--- src/rtl/mul_div_unit.sv ---
// Iterative multiply/divide unit with architectural HI/LO registers.
// WIDTH-step shift-add multiply and restoring divide, with sign fix-up in a final cycle.
module mul_div_unit #(
    parameter int WIDTH = 32,
    parameter int CW    = $clog2(WIDTH + 1)
) (
    input  logic             clk,
    input  logic             rst_n,
    input  logic             start,
    input  logic [2:0]       op,
    input  logic [WIDTH-1:0] srcA,
    input  logic [WIDTH-1:0] srcB,
    input  logic             flush,
    output logic             busy,
    output logic             done,
    output logic             div_by_zero,
    output logic [WIDTH-1:0] HI,
    output logic [WIDTH-1:0] LO
);

    typedef enum logic [1:0] {StIdle, StRun, StFix} state_t;

    state_t           r_state;
    logic [CW-1:0]    r_cnt;
    logic [WIDTH-1:0] r_acc;      // product high half / partial remainder
    logic [WIDTH-1:0] r_q;        // multiplier bits / dividend bits then quotient
    logic [WIDTH-1:0] r_b;        // multiplicand / divisor magnitude
    logic             r_is_div;
    logic             r_neg_res;
    logic             r_neg_rem;
    logic             r_zero_div;

    logic             w_signed_op;
    logic             w_a_neg;
    logic             w_b_neg;
    logic [WIDTH-1:0] w_a_mag;
    logic [WIDTH-1:0] w_b_mag;
    logic [WIDTH:0]   w_mul_sum;
    logic [WIDTH:0]   w_rem_sh;
    logic [WIDTH:0]   w_diff;
    logic [2*WIDTH-1:0] w_prod;
    logic [2*WIDTH-1:0] w_prod_fix;
    logic [WIDTH-1:0] w_quo_fix;
    logic [WIDTH-1:0] w_rem_fix;

    assign w_signed_op = ~op[0];
    assign w_a_neg     = w_signed_op & srcA[WIDTH-1];
    assign w_b_neg     = w_signed_op & srcB[WIDTH-1];
    assign w_a_mag     = w_a_neg ? -srcA : srcA;
    assign w_b_mag     = w_b_neg ? -srcB : srcB;

    assign w_mul_sum   = {1'b0, r_acc} + (r_q[0] ? {1'b0, r_b} : {(WIDTH + 1){1'b0}});
    assign w_rem_sh    = {r_acc, r_q[WIDTH-1]};
    assign w_diff      = w_rem_sh - {1'b0, r_b};

    assign w_prod      = {r_acc, r_q};
    assign w_prod_fix  = r_neg_res ? -w_prod : w_prod;
    // A zero divisor leaves the dividend in the remainder, so only the quotient is forced.
    assign w_quo_fix   = r_zero_div ? {WIDTH{1'b1}} : (r_neg_res ? -r_q : r_q);
    assign w_rem_fix   = r_neg_rem ? -r_acc : r_acc;

    assign busy        = (r_state != StIdle);

    always_ff @(posedge clk or negedge rst_n) begin
        if (!rst_n) begin
            r_state     <= StIdle;
            r_cnt       <= '0;
            r_acc       <= '0;
            r_q         <= '0;
            r_b         <= '0;
            r_is_div    <= 1'b0;
            r_neg_res   <= 1'b0;
            r_neg_rem   <= 1'b0;
            r_zero_div  <= 1'b0;
            done        <= 1'b0;
            div_by_zero <= 1'b0;
            HI          <= '0;
            LO          <= '0;
        end else begin
            done        <= 1'b0;
            div_by_zero <= 1'b0;
            if (flush) begin
                r_state <= StIdle;
            end else begin
                unique case (r_state)
                    StIdle: begin
                        if (start) begin
                            case (op)
                                3'd0, 3'd1, 3'd2, 3'd3: begin
                                    r_acc      <= '0;
                                    r_q        <= w_a_mag;
                                    r_b        <= w_b_mag;
                                    r_is_div   <= op[1];
                                    r_neg_res  <= w_a_neg ^ w_b_neg;
                                    r_neg_rem  <= w_a_neg;
                                    r_zero_div <= (srcB == '0);
                                    r_cnt      <= '0;
                                    r_state    <= StRun;
                                end
                                3'd4: begin
                                    HI   <= srcA;
                                    done <= 1'b1;
                                end
                                3'd5: begin
                                    LO   <= srcA;
                                    done <= 1'b1;
                                end
                                default: ;
                            endcase
                        end
                    end
                    StRun: begin
                        r_cnt <= r_cnt + CW'(1);
                        if (r_is_div) begin
                            // Restoring step: keep the trial difference only if it did not borrow.
                            if (!w_diff[WIDTH]) begin
                                r_acc <= w_diff[WIDTH-1:0];
                                r_q   <= {r_q[WIDTH-2:0], 1'b1};
                            end else begin
                                r_acc <= w_rem_sh[WIDTH-1:0];
                                r_q   <= {r_q[WIDTH-2:0], 1'b0};
                            end
                        end else begin
                            {r_acc, r_q} <= {w_mul_sum, r_q[WIDTH-1:1]};
                        end
                        if (r_cnt == CW'(WIDTH - 1)) begin
                            r_state <= StFix;
                        end
                    end
                    StFix: begin
                        if (r_is_div) begin
                            HI <= w_rem_fix;
                            LO <= w_quo_fix;
                        end else begin
                            {HI, LO} <= w_prod_fix;
                        end
                        done        <= 1'b1;
                        div_by_zero <= r_is_div & r_zero_div;
                        r_state     <= StIdle;
                    end
                    default: r_state <= StIdle;
                endcase
            end
        end
    end

endmodule

--- config.mk ---
export PLATFORM = sky130hd
export DESIGN_NAME = mul_div_unit
export DESIGN_NICKNAME = d
export VERILOG_FILES = /design/src/rtl/mul_div_unit.sv
export SDC_FILE = /design/constraint.sdc
export NUM_CORES = 1
export LEC_CHECK = 0
export BUFFER_PORTS_ARGS = -buffer_cell sky130_fd_sc_hd__buf_2
export CORE_UTILIZATION = 30
export DETAILED_ROUTE_END_ITERATION = 10
export GPL_ROUTABILITY_DRIVEN = 0
export SLEW_MARGIN = 30
export SYNTH_ARGS = -nofsm -noshare
export SYNTH_HDL_FRONTEND = slang
export SYNTH_SLANG_ARGS = --single-unit
--- constraint.sdc ---
create_clock -name clk -period 3.4 [get_ports clk]
set_input_delay 0.68 -clock clk [delete_from_list [all_inputs] [get_ports clk]]
set_output_delay 0.68 -clock clk [all_outputs]
set_load 0.01 [all_outputs]
==> flow_summary_export.csv <==
group,metric,value,unit
status,status,"completed",
worst_hold_path,min_path_type,"input port to async pin",
timing,max_slew.worst_pin.slew,854,ps
setup_path,path_depth,13,
synth,ys_seq_area_share,29.6,%
synth,syn_area,0.0147,mm²
grt,grt_max_degree,67,
clock_tree,clockBufferDepth,2,
synth,synthAdderAreaFrac,6.13,%
grt,grt.busiest_layer,"met2",
synth,synth_ff_type,"dfrtp_1",
synth,syn_inst,1843,
synth,synth-edff-count,0,
synth,synth_top_family_by_area,"compound AO/OA/AOI/OAI gates",
die,initial_core_util,30.6,%
setup_path,cp-end-kind,"flop",
synth,ys_warn_count,0,
synth,synth_most_common_cell,"nand2_1",
detailed_routing,vias,14900,
die,io_pins,138,
clock_tree,cts_tree,"yes",
final_layout,area_growth,18.9,%
timing,final_hold_viol_count,0,
synth,yosys.area.top_type_share,29.6,%
final_layout,n_antenna_cell,0,
final_layout,stdcell_area,0.0175,mm²
setup_path,critPathBufInv,2,
detailed_routing,drt-vias-per-instance,5.57,
grt,gr-total-overflow,0,
timing,period_share,96.6,%
detailed_routing,ant_nets,0,
synth,yosys.cell_types.count,78,
timing,min_period,3290,ps
place,place_hpwl,39700,µm
synth,avgSynthCellArea,7.99,µm²
synth,ys_async_sr_fraction,100,%
setup_path,critPathMostFrequentCell,"buf_4",
timing,finalSetupViolCount,0,
setup_path,crit_path_top_delay_cell,"dfrtp_1",
setup_path,crit_type,"flop to flop",
setup_path,slowest_delay,440,ps
detailed_routing,wl_per_cell,19.4,µm
timing,drv_slew,0,
synth,synth_compound_area_share,24.9,%
synth,yosys.area.top_type,"dfrtp_1",
die,die_area,0.0500,mm²
synth,synth_commonest_cells,"nand2_1 (222), o21ai_0 (215), dfrtp_1 (174)",
setup_path,worstPathRequired,3770,ps
detailed_routing,dr.pass1.iters,6,
setup_path,arrival,3650,ps
setup_path,worstSetupStartpointType,"flop",
power_and_ir_drop,irDropWorstVdd,0.000446,V
clock_tree,cts_made_buffers,17,
grt,use_met3,3.78,%
die,fp.dieW,224,µm
clock_tree,hold_buffers,0,
grt,grt_pass1_vias,14000,
setup_path,crit_chain,"and2_1 -> ha_2 -> buf_4 -> a211oi_4 -> nor3_2 -> o31ai_2 -> buf_4 -> a311o_1 -> a31oi_2 -> or2_4 -> a211o_1 -> or3_1 -> a32o_2",
synth,syn-num-nets,1985,
place,place_area,0.0168,mm²
grt,grt_usage,20.6,%
setup_path,reg2regPathDepth,13,
die,core,0.0480,mm²
die,row_count,80,
synth,synth_simple_gate_area_share,18.8,%
clock_tree,htree_num_levels,4,
setup_path,critPathTopFamily,"compound AO/OA/AOI/OAI gates",
clock_tree,cts_root_buffer,"clkbuf_16",
setup_path,worstPathMaxFanout,4,
timing,fin_skew,18.4,ps
final_layout,nets,2180,
power_and_ir_drop,p_per_area,751,mW/mm²
detailed_routing,drtIter0Drc,1651,
timing,worst_slack,114,ps
setup_path,worstSetupStartpoint,"r_q[0]",
final_layout,final_cells,2666,
place,place_ws,-66.4,ps
place,dp.cells,2629,
clock_tree,path_clk_slew,80,ps
timing,setup_tns,0,ps
detailed_routing,drc,0,
synth,ys_ff_latch,174,
setup_path,reg2reg_from,"r_q[0]",
final_layout,drive_above_1_share,19.1,%
power_and_ir_drop,p_leak,7.93,nW
clock_tree,cts_sinks,174,
setup_path,regToRegSetupSlack,110,ps
grt,use_met1,28.9,%
die,die_y,224,µm
final_layout,nFillCells,4968,
synth,synth-xor-area-share,9.87,%
place,port_buffers,137,
synth,synth.area.mux_share,5.39,%
timing,fmax,304,MHz
grt,use_met2,32.1,%
final_layout,utilization,36.5,%
grt,grt_pass1_wl,80200,µm
grt,antenna_found_initial,0,
setup_path,timing.rr.end,"r_acc[26]",
setup_path,worstSetupEndpoint,"r_acc[26]",
timing,slew_headroom,42.8,%
synth,synthTopCellsByArea,"dfrtp_1 (30%), o21ai_0 (7.3%), ha_1 (5.9%), nand2_1 (5.7%), xor2_1 (5.5%)",
clock_tree,insertion_delay,470,ps
flow_run,maxCapViolations,0,
detailed_routing,drt-total-wl,51700,µm
timing,grt_setup_unrepaired,"true",
-- metrics by stage --
step                      power, mW  hold slack [ps]
after global routing           14.0              252
after global placement         10.7              461
final                          13.2              210
after CTS                      12.9              222
after detailed placement       10.9              462
after floorplan                8.05              384
-- sequential cells by signal, indices dropped and copies added (netlist names) --
name	flops
r_neg_res	1
r_zero_div	1
r_state	2
r_q	32
r_acc	32
r_b	32
HI	32
LO	32
r_neg_rem	1
done	1
r_cnt	6
r_is_div	1
div_by_zero	1
-- cells in the final DEF (no fill, tap or decap), types with 32 or more instances in the layout --
cell type,netlist,routed
nor3_1,37,33
nand2_1,222,222
nor2_1,162,161
ha_1,69,68
xnor2_1,74,74
dfrtp_1,174,171
buf_2,3,136
xor2_1,92,92
o31ai_1,34,32
nand3_1,33,33
o21ai_0,215,212
buf_4,5,142
a21oi_1,129,126
inv_1,64,62
mux2i_1,59,59
-- worst register-to-register path, stage by stage, from the launching register on --
cell	delay, ps
dfrtp_1	440
and2_1	190
ha_2	180
buf_4	140
a211oi_4	290
nor3_2	110
o31ai_2	220
buf_4	150
a311o_1	220
a31oi_2	120
or2_4	250
a211o_1	300
or3_1	310
a32o_2	270
-- logic make-up after synthesis --
family,Yosys count
xor+xnor,166
simple gates,598
flops,174
mux,77
buf+inv,172
fa+ha+maj,71
compound gates,585
-- routing by layer --
metal / routed length, µm / part of all wire (%) / vias up
met1: 23200 / 45 / 7118
met4: 884 / 1.7 / 0
met2: 23100 / 45 / 662
met5: 0 / 0 / -
met3: 4510 / 8.7 / 57
li1: - / - / 7021
-- worst min-delay path by stage --
stage,cells after the start,endpoint,from,slack (ps)
floorplan,0,HI[0],rst_n,380
global placement,2,HI[23],HI[23],460
detailed placement,2,HI[12],HI[12],460
CTS,1,LO[2],rst_n,220
global route,1,LO[2],rst_n,250
finish,1,LO[2],rst_n,210
-- power breakdown --
part	switching [mW]	internal (mW)	total [mW]
Combinational	4.54	3.32	7.87
Clock	1.01	0.978	1.99
Sequential	0.631	2.66	3.29
-- timing repair --
action	4_1_cts	5_1_grt
setup buffers	0	5
endpoints found under the setup margin	5	26
resized for setup	4	27
pin swaps	0	10
-- final cells by class --
cell class / instances / area, µm² / area share (%)
clock buffers: 18 / 429 / 2.45
repair buffers: 284 / 1850 / 10.6
clock inverters: 14 / 143 / 0.814
multi-input cells: 1497 / 9720 / 55.5
well taps: 615 / 769 / 4.39
flip-flops and latches: 174 / 4360 / 24.9
inverters: 64 / 243 / 1.39
No activity file was read; power rests on OpenSTA's default activity.
